File: config.mk
export PLATFORM = sky130hd
export DESIGN_NAME = ccip_mmio_responder
export DESIGN_NICKNAME = d
export VERILOG_FILES = /design/src/rtl/ccip_mmio_responder_pkg.sv /design/src/rtl/ccip_mmio_rsp_pipe.sv /design/src/rtl/ccip_mmio_responder.sv
export SDC_FILE = /design/constraint.sdc
export NUM_CORES = 1
export LEC_CHECK = 0
export CORE_MARGIN = 4
export CORE_UTILIZATION = 51
export DETAILED_ROUTE_END_ITERATION = 8
export GPL_TIMING_DRIVEN = 0
export PLACE_DENSITY = 0.8
export SLEW_MARGIN = 10
export SYNTH_ARGS = -nofsm -noshare
export SYNTH_HDL_FRONTEND = slang
export SYNTH_SLANG_ARGS = --single-unit
File: constraint.sdc
create_clock -name Clk_400 -period 2.57 [get_ports Clk_400]
set_clock_uncertainty 0.05 [all_clocks]
set_input_delay 0.3855 -clock Clk_400 [delete_from_list [all_inputs] [get_ports Clk_400]]
set_output_delay 0.3855 -clock Clk_400 [all_outputs]
set_load 0.01 [all_outputs]
File: src/rtl/ccip_mmio_responder_pkg.sv
// Shared CCI-P MMIO definitions: config header layouts, CSR offsets and the
// read-completion pipeline entry used by the responder and its delay line.
package ccip_mmio_responder_pkg;

  localparam logic [1:0] CCIP_CFG_LEN_4B = 2'd0;
  localparam logic [1:0] CCIP_CFG_LEN_8B = 2'd1;

  localparam logic [15:0] CSR_ID_L     = 16'h0000;
  localparam logic [15:0] CSR_ID_H     = 16'h0002;
  localparam logic [15:0] CSR_SCRATCH  = 16'h0004;
  localparam logic [15:0] CSR_STATUS   = 16'h0006;
  localparam logic [15:0] CSR_RD_COUNT = 16'h0008;
  localparam logic [15:0] CSR_WR_COUNT = 16'h000A;

  typedef struct packed {
    logic [7:0]  tid;
    logic [15:0] addr;
    logic [1:0]  rsvd;
    logic [1:0]  len;
  } t_ccip_cfg_req_hdr;

  typedef struct packed {
    logic       len;
    logic [7:0] tid;
  } t_ccip_cfg_rsp_hdr;

  typedef struct packed {
    logic              valid;
    t_ccip_cfg_rsp_hdr hdr;
    logic [63:0]       data;
  } t_cfg_rsp_entry;

  // Narrow a 64-bit register to the DWORD a 4B access addresses.
  function automatic logic [63:0] cfg_rd_select(input logic [63:0] full,
                                                input logic        is_8b,
                                                input logic        hi);
    logic [63:0] res;
    if (is_8b) begin
      res = full;
    end else if (hi) begin
      res = {32'h0000_0000, full[63:32]};
    end else begin
      res = {32'h0000_0000, full[31:0]};
    end
    return res;
  endfunction

endpackage

File: src/rtl/ccip_mmio_rsp_pipe.sv
// Fixed-depth delay line for read completions; reset empties every stage so
// no completion survives a SoftReset.
module ccip_mmio_rsp_pipe
  import ccip_mmio_responder_pkg::*;
#(
  parameter int DEPTH = 2
) (
  input  logic           clk_i,
  input  logic           srst_i,
  input  t_cfg_rsp_entry entry_i,
  output t_cfg_rsp_entry entry_o
);

  t_cfg_rsp_entry stage_q [DEPTH];

  // Shift the completion one stage per clock.
  always_ff @(posedge clk_i) begin
    if (srst_i) begin
      for (int i = 0; i < DEPTH; i++) begin
        stage_q[i] <= '0;
      end
    end else begin
      stage_q[0] <= entry_i;
      for (int i = 1; i < DEPTH; i++) begin
        stage_q[i] <= stage_q[i-1];
      end
    end
  end

  assign entry_o = stage_q[DEPTH-1];

endmodule

File: src/rtl/ccip_mmio_responder.sv
// CCI-P MMIO responder: decodes config reads/writes against a small CSR bank
// and returns read completions after a fixed latency.
module ccip_mmio_responder
  import ccip_mmio_responder_pkg::*;
#(
  parameter logic [127:0] AFU_ID     = 128'h0,
  parameter int           RD_LATENCY = 2,
  parameter int           CNT_WIDTH  = 32
) (
  input  logic        Clk_400,
  input  logic        SoftReset,
  input  logic [27:0] rx_cfg_hdr,
  input  logic        rx_cfg_rdvalid,
  input  logic        rx_cfg_wrvalid,
  input  logic [63:0] rx_cfg_wrdata,
  output logic        tx_cfg_rdvalid,
  output logic [63:0] tx_cfg_rddata,
  output logic [8:0]  tx_cfg_hdr,
  input  logic [63:0] status_set,
  output logic [63:0] status
);

  t_ccip_cfg_req_hdr    req_hdr_s;
  logic [15:0]          csr_base_s;
  logic                 is_4b_s;
  logic                 is_8b_s;
  logic                 csr_hit_s;
  logic                 mapped_s;
  logic                 unmapped_s;
  logic                 wr_en_s;
  logic [63:0]          csr_full_s;
  logic [63:0]          wr_mask_s;
  logic [63:0]          wr_val_s;
  logic [63:0]          w1c_s;
  logic                 unused_rsvd_s;
  t_cfg_rsp_entry       rsp_entry_s;
  t_cfg_rsp_entry       rsp_out_s;

  logic [63:0]          scratch_q, scratch_d;
  logic [63:0]          status_q,  status_d;
  logic [CNT_WIDTH-1:0] rd_cnt_q,  rd_cnt_d;
  logic [CNT_WIDTH-1:0] wr_cnt_q,  wr_cnt_d;

  assign req_hdr_s     = t_ccip_cfg_req_hdr'(rx_cfg_hdr);
  assign unused_rsvd_s = ^req_hdr_s.rsvd;
  assign csr_base_s    = {req_hdr_s.addr[15:1], 1'b0};
  assign is_4b_s       = (req_hdr_s.len == CCIP_CFG_LEN_4B);
  assign is_8b_s       = (req_hdr_s.len == CCIP_CFG_LEN_8B);

  // Register decode and read-side value, sampled from current state.
  always_comb begin
    csr_hit_s  = 1'b0;
    csr_full_s = 64'h0;
    case (csr_base_s)
      CSR_ID_L:     begin csr_hit_s = 1'b1; csr_full_s = AFU_ID[63:0];   end
      CSR_ID_H:     begin csr_hit_s = 1'b1; csr_full_s = AFU_ID[127:64]; end
      CSR_SCRATCH:  begin csr_hit_s = 1'b1; csr_full_s = scratch_q;      end
      CSR_STATUS:   begin csr_hit_s = 1'b1; csr_full_s = status_q;       end
      CSR_RD_COUNT: begin csr_hit_s = 1'b1; csr_full_s = 64'(rd_cnt_q);  end
      CSR_WR_COUNT: begin csr_hit_s = 1'b1; csr_full_s = 64'(wr_cnt_q);  end
      default:      begin csr_hit_s = 1'b0; csr_full_s = 64'h0;          end
    endcase
  end

  // Reserved lengths and odd-address 8B accesses never hit a register.
  assign mapped_s   = csr_hit_s & (is_4b_s | (is_8b_s & ~req_hdr_s.addr[0]));
  assign unmapped_s = (rx_cfg_rdvalid | rx_cfg_wrvalid) & ~mapped_s;
  assign wr_en_s    = rx_cfg_wrvalid & mapped_s;

  // Byte-lane mask and aligned data for the write.
  always_comb begin
    wr_mask_s = 64'h0;
    wr_val_s  = 64'h0;
    if (is_8b_s) begin
      wr_mask_s = 64'hFFFF_FFFF_FFFF_FFFF;
      wr_val_s  = rx_cfg_wrdata;
    end else if (req_hdr_s.addr[0]) begin
      wr_mask_s = {32'hFFFF_FFFF, 32'h0000_0000};
      wr_val_s  = {rx_cfg_wrdata[31:0], 32'h0000_0000};
    end else begin
      wr_mask_s = {32'h0000_0000, 32'hFFFF_FFFF};
      wr_val_s  = {32'h0000_0000, rx_cfg_wrdata[31:0]};
    end
  end

  // Next-state for the CSR bank; sets on STATUS win over same-cycle clears.
  always_comb begin
    scratch_d = scratch_q;
    w1c_s     = 64'h0;
    rd_cnt_d  = rd_cnt_q;
    wr_cnt_d  = wr_cnt_q;
    if (wr_en_s && (csr_base_s == CSR_SCRATCH)) begin
      scratch_d = (scratch_q & ~wr_mask_s) | wr_val_s;
    end else begin
      scratch_d = scratch_q;
    end
    if (wr_en_s && (csr_base_s == CSR_STATUS)) begin
      w1c_s = wr_val_s;
    end else begin
      w1c_s = 64'h0;
    end
    if (rx_cfg_rdvalid) begin
      rd_cnt_d = rd_cnt_q + {{(CNT_WIDTH-1){1'b0}}, 1'b1};
    end else begin
      rd_cnt_d = rd_cnt_q;
    end
    if (rx_cfg_wrvalid) begin
      wr_cnt_d = wr_cnt_q + {{(CNT_WIDTH-1){1'b0}}, 1'b1};
    end else begin
      wr_cnt_d = wr_cnt_q;
    end
    status_d = (status_q & ~w1c_s) | status_set | {unmapped_s, 63'h0};
  end

  // CSR state registers.
  always_ff @(posedge Clk_400) begin
    if (SoftReset) begin
      scratch_q <= 64'h0;
      status_q  <= 64'h0;
      rd_cnt_q  <= '0;
      wr_cnt_q  <= '0;
    end else begin
      scratch_q <= scratch_d;
      status_q  <= status_d;
      rd_cnt_q  <= rd_cnt_d;
      wr_cnt_q  <= wr_cnt_d;
    end
  end

  // Build the completion at the request cycle so data reflects pre-write state.
  always_comb begin
    rsp_entry_s = '0;
    if (rx_cfg_rdvalid) begin
      rsp_entry_s.valid   = 1'b1;
      rsp_entry_s.hdr.len = is_8b_s;
      rsp_entry_s.hdr.tid = req_hdr_s.tid;
      if (mapped_s) begin
        rsp_entry_s.data = cfg_rd_select(csr_full_s, is_8b_s, req_hdr_s.addr[0]);
      end else begin
        rsp_entry_s.data = 64'h0;
      end
    end else begin
      rsp_entry_s = '0;
    end
  end

  ccip_mmio_rsp_pipe #(
    .DEPTH (RD_LATENCY)
  ) u_rsp_pipe (
    .clk_i   (Clk_400),
    .srst_i  (SoftReset),
    .entry_i (rsp_entry_s),
    .entry_o (rsp_out_s)
  );

  assign tx_cfg_rdvalid = rsp_out_s.valid;
  assign tx_cfg_rddata  = rsp_out_s.data;
  assign tx_cfg_hdr     = rsp_out_s.hdr;
  assign status         = status_q;

endmodule

* After elaboration in Yosys (flattened, before gate mapping)
Memories as Yosys holds them, arrays and structs flattened.
Index checks and enable logic that the tools add are counted.
Widths: inputs -> output; s select.
** Storage, ports and cells
- Word-level logic and storage cells :: 51
- Memories :: 1
- Output and inout bits :: 138
- Bits of input ports :: 160
- Flip-flop bits (word level) :: 192
- Bits in writable memories :: 148
** Memories
- u_rsp_pipe.stage_q :: words 2, width 74, rd ports 2, clocked after memory_dff 0, write ports 2, RTL line ccip_mmio_rsp_pipe.sv:14 : t_cfg_rsp_entry stage_q [DEPTH];
** Operators by class
- Equality and inequality tests :: 6
- $add $sub $neg :: 2
- Muxes and demuxes :: 16
- Reductions and logical operators :: 5
- Bitwise operators :: 17
** Operator list (count)
- $mux 64 :: 7
- $pmux 64 s4 :: 1
- $mux 74 :: 3
- $or 64x64->64 :: 3
- $and 64x64->64 :: 2
- $not 64->64 :: 2
- $add 32x1->32 const B :: 2
- $mux 32 :: 1
- $eq 15x2->1 const B :: 2
- $eq 15x3->1 const B :: 2
- $logic_not 16->1 :: 1
- $eq 15x1->1 const B :: 1
- $reduce_or 6->1 :: 1
- $and 1x1->1 :: 4
- $mux 1 :: 4
- $or 1x1->1 :: 4
- $eq 2x1->1 const B :: 1
- $logic_and 1x1->1 :: 2
- $logic_not 2->1 :: 1
- $not 1->1 :: 2

* Depth between registers and ports, before layout
- Depth in word-level cells :: 11
- Depth in mapped cells :: 7
- Depth with buffers taken out :: 5

* Modules after synthesis
Synthesis repeated with hierarchy kept, for this count alone.
** Unflattened totals
- Cells, all modules :: 1557
- Area, all modules :: 14452.6 um2
** By module, submodules not included
- ccip_mmio_responder :: area each 9923.3 um2, instances 1, cells each 1171
- ccip_mmio_rsp_pipe :: area each 4529.3 um2, instances 1, cells each 386

* Worst setup path after synthesis
No wires, ideal clock.
- Kind :: input-to-reg
- Start point :: input rx_cfg_hdr[16]
- End point :: memory u_rsp_pipe.stage_q[0][18] (netlist bit)
- Stages :: 5
- Data arrival time :: 1.958 ns
- Path buffers :: 2
- Required time :: 2.444 ns
- Slack :: 0.487 ns
- Cells stage by stage :: or4_1 -> buf_2 -> or4_1 -> clkbuf_1 -> o22ai_1
** RTL lines
- from (decl) :: RTL line ccip_mmio_responder.sv:12 : input logic [27:0] rx_cfg_hdr,
- to (decl) :: RTL line ccip_mmio_rsp_pipe.sv:14

* Worst setup path in the final report
- Start point :: input rx_cfg_hdr[16]
- End point :: register status_q[55] (netlist: status[55])
** On the way
- Word-level cells in the longest chain between the ends :: 11
** Ends and longest elaborated chain
- $eq 15x2->1 (tied with other cells) :: RTL line ccip_mmio_responder.sv:54 : case (csr_base_s)
- $reduce_or 6->1 (no source line)
- $mux 1 :: RTL line ccip_mmio_responder.sv:54
- $and 1x1->1 :: RTL line ccip_mmio_responder.sv:66 : assign mapped_s = csr_hit_s & (is_4b_s | (is_8b_s & ~req_hdr_s.addr[0]));
- $and 1x1->1 :: RTL line ccip_mmio_responder.sv:68 : assign wr_en_s = rx_cfg_wrvalid & mapped_s;
- $logic_and 1x1->1 (*) :: RTL line ccip_mmio_responder.sv:97 : if (wr_en_s && (csr_base_s == CSR_STATUS)) begin
- $mux 64 (*) :: RTL line ccip_mmio_responder.sv:97
- $not 64->64 (*) :: RTL line ccip_mmio_responder.sv:112 : status_d = (status_q & ~w1c_s) | status_set | {unmapped_s, 63'h0};
- $and 64x64->64 (*) :: RTL line ccip_mmio_responder.sv:112
- $or 64x64->64 (*) (2 in a row) :: RTL line ccip_mmio_responder.sv:112
- to (signal assigned) :: RTL line ccip_mmio_responder.sv:124 : status_q <= status_d;
- to (decl) :: RTL line ccip_mmio_responder.sv:40 : logic [63:0] status_q, status_d;
Mark *: on every way between the ends. The rest lies on a longest branch, timed or not.
A chain may end at the register's enable or synchronous reset.

==> impl_metrics.csv <==
group,metric,value,unit
synth,avgSynthCellArea,9.510,µm²
synth,synth_seq_area_share,47.43,%
floorplanning,fp-row-count,61,
setup_path,cpPeakStageDelay,0.64,ns
detailed_routing,viasPerCell,5.958,
setup_path,crit_family,"simple AND/OR/NAND/NOR gates",
grt,grt_start_max_net_pins,14,
detailed_routing,detail_route.first_pass.iterations,6,
synth,synth_cell_types,49,
setup_path,r2r-start,"wr_cnt_q[3]$_SDFFE_PP0P_",
grt,grt_pass1_wl,75.31,mm
synth,yosysTopAreaCellShare,47.43,%
sta,finalHoldViolCount,0,
grt,use_met3,6.888,%
finish,post-route-util,68.86,%
setup_path,r2r_end,"wr_cnt_q[29]$_SDFFE_PP0P_",
floorplanning,die_h,175.7,µm
floorplanning,die_area,30880,µm²
synth,synth.most_common_cell,"dfxtp_1",
synth,synth_area,14350,µm²
synth,postSynthRegisterBits,340,
power_and_ir_drop,power_leakage,0.007143,µW
cts,htreeDepth,2,
finish,syn_to_final_growth,33.31,%
sta,fin_ws,-0.04374,ns
setup_path,cp.arrival,2.93,ns
power_and_ir_drop,ir_drop,0.5059,mV
grt,busiest_layer,"met2",
setup_path,worstPathCellList,"clkdlybuf4s50_1, or4_1, buf_2, nor4_4, and3_1, buf_2, clkbuf_4, a211oi_1",
power_and_ir_drop,totalPowerFinal,11960,µW
grt,antenna_found_initial,6,
setup_path,cp_num_cells,8,
placed_design,place_area,17730,µm²
setup_path,required,2.89,ns
setup_path,crit_start,"rx_cfg_hdr[16]",
outcome,violations,"negative setup slack",
grt,grt_use_met1,40.53,%
detailed_routing,drcViolationCount,0,
setup_path,worstSetupPathType,"input pin to flop",
placed_design,hpwl,37.21,mm
power_and_ir_drop,power.density,625.4,nW/µm²
grt,grt_pass1_vias,12850,
setup_path,crit_path_top_delay_cell,"or4_1",
detailed_routing,routed_wl,50.26,mm
grt,grt_util_all_layers,31.12,%
finish,regArea,6807,µm²
synth,syn_inst,1509,
synth,ys_async_sr_fraction,0,%
cts,cts_tree,"done",
finish,fin_nets,2001,
setup_path,crit_buf_inv,4,
grt,overflow,0,
synth,ys.flop_type,"dfxtp_1",
detailed_routing,drt_iter0_drc,1301,
cts,clk_latency,0.53,ns
finish,final_cell_area,19130,µm²
cts,path_clk_slew,0.06,ns
flow_run,drv_cap,0,
setup_path,reg2reg_slack,0.22,ns
detailed_routing,antenna_left,0,
detailed_routing,post_drt_wl_per_cell,22.34,µm
setup_path,critPathMostFrequentCell,"buf_2",
setup_path,endpoint_kind,"flop",
finish,drive_gt1_share,13.18,%
sta,slew_headroom,12.11,%
sta,finalSetupViolCount,21,
outcome,status,"finished with violations",
synth,synth_edf_count,0,
synth,netlist_top_cells_count,"dfxtp_1, nor2_1, clkbuf_1",
sta,slew_viol_final,0,
synth,syn_nets,1671,
finish,multi_input_area,6452,µm²
setup_path,crit_end,"status[55]$_SDFF_PP0_",
synth,synth-warning-count,0,
synth,synthTopCellsByArea,"dfxtp_1, mux2_2, nor2_1, buf_4, nor2b_1",
synth,yosysTopAreaCell,"dfxtp_1",
grt,use_met2,50.97,%
setup_path,start_kind,"input pin",
floorplanning,die_w,175.7,µm
placed_design,io_buffers,290,
cts,root_buffer,"clkbuf_16",
sta,rsz0062_at_grt,"yes",
finish,fill_cells,2184,
floorplanning,start_util,51.65,%
min_path,hold_class,"input pin to flop",
sta,min_period,2.614,ns
detailed_routing,via_count,13410,
placed_design,place_congestion,0.9941,
setup_path,r2r_cells,6,
floorplanning,coreArea,27780,µm²
cts,cts_buffer_depth,3,
floorplanning,io_pins,298,
cts,numCtsBuffers,36,
cts,cts_num_sinks,340,
sta,post-route-period-util,101.7,%
sta,tightest_slew,1.306,ns
sta,timing.fmax,382.6,MHz
setup_path,worstPathMaxFanout,10,
[what timing repair did]
action,in CTS,in global routing
hold buffers,0,0
buffers inserted,1,2
hold endpoints to repair,0,0
setup endpoints to repair,122,77
pin swaps,1,3
gates resized for setup,18,29
[power breakdown]
part / switching, µW / internal [µW]
combinational: 527 / 524
sequential: 93.3 / 5360
clock: 2140 / 3310
[area by class of cell]
cell class                      instances  area share [%]
Multi-Input combinational cell        938           33.73
Inverter                               42          0.8241
Clock inverter                         12          0.9026
Sequential cell                       340           35.58
Clock buffer                           53           5.625
Tap cell                              378           2.472
Buffer                                188           5.494
Timing Repair Buffer                  293           15.29
Antenna cell                            6         0.07849
[cells in the final DEF, fill, tap and decap left out, types with 6 or more instances in the layout]
cell type / count
a211oi_1: 31
a21oi_1: 69
a22oi_1: 31
a311oi_1: 32
a31oi_1: 32
and2_1: 9
and3_1: 7
and3b_1: 32
and4_1: 12
buf_1: 8
buf_2: 13
buf_4: 76
clkbuf_1: 81
clkbuf_16: 37
clkbuf_2: 14
clkbuf_8: 9
clkdlybuf4s50_1: 290
dfxtp_1: 340
diode_2: 6
inv_1: 42
mux2_2: 54
mux2i_1: 44
nand2_1: 25
nand3_1: 21
nand4_1: 22
nand4b_1: 33
nor2_1: 152
nor2b_1: 78
nor2b_2: 8
nor4_1: 17
o21ai_0: 44
o22ai_1: 31
o2bb2ai_1: 32
o31ai_1: 17
o41ai_1: 7
or3_1: 13
or4_1: 20
xnor2_1: 11
xor2_1: 16
[per-stage QoR]
step | setup WS [ns] | hold WS [ns] | std cells | setup TNS [ns]
6_report | -0.04374 | 0.2024 | 2250 | -0.5373
4_1_cts | 0.03169 | 0.1908 | 2242 | 0
2_1_floorplan | 0.4866 | 0.3638 | 1509 | 0
3_3_place_gp | -1.616 | 0.3654 | 2177 | -142.43
3_5_place_dp | -1.757 | 0.3720 | 2177 | -151.62
5_1_grt | -0.03135 | 0.2128 | 2249 | -0.3684
[worst register-to-register path: stages (launching register included)]
cell      delay (ns)
dfxtp_1         0.47
nand4_1         0.25
or4_1           0.47
clkbuf_1        0.22
buf_2           0.24
o41ai_1         0.40
a21oi_1         0.10
[state kept, by name (all words and copies together) (netlist names)]
signal	cells
u_rsp_pipe.stage_q	148
scratch_q	64
status	64
rd_cnt_q	32
wr_cnt_q	32
[worst min-delay path by stage]
stage	from	end	slack [ns]	depth (start not counted)
2_1_floorplan	u_rsp_pipe.stage_q[0][26]$_SDFF_PP0_	u_rsp_pipe.stage_q[0][100]$_SDFF_PP0_	0.36	1
3_3_place_gp	u_rsp_pipe.stage_q[0][3]$_SDFF_PP0_	u_rsp_pipe.stage_q[0][77]$_SDFF_PP0_	0.37	1
3_5_place_dp	u_rsp_pipe.stage_q[0][12]$_SDFF_PP0_	u_rsp_pipe.stage_q[0][86]$_SDFF_PP0_	0.37	1
4_1_cts	rx_cfg_rdvalid	rd_cnt_q[1]$_SDFFE_PP0P_	0.19	3
5_1_grt	rx_cfg_rdvalid	rd_cnt_q[1]$_SDFFE_PP0P_	0.21	3
6_report	rx_cfg_rdvalid	rd_cnt_q[1]$_SDFFE_PP0P_	0.20	3
[per-layer routing]
metal	vias to the layer above	wire length, µm	part of all wire [%]
met2	878	22920	46
met1	6318	19960	40
li1	6076	-	-
met3	133	5458	11
met5	-	0	0
met4	0	1926	3.8
[cell families (layout without fill, tap and decap cells)]
family / after synthesis / in the layout / share of synthesized area, %
muxes: 98 / 98 / 7.307
other: 0 / 6 / 0
and+or+nand+nor: 478 / 478 / 19.67
adders and majority gates: 2 / 2 / 0.1744
xor gates and xnor gates: 27 / 27 / 1.648
DFF: 340 / 340 / 47.43
AOI/OAI and AO/OA: 333 / 333 / 15.55
buffers and inverters: 231 / 588 / 8.222
Power figures use the tool's default switching activity.
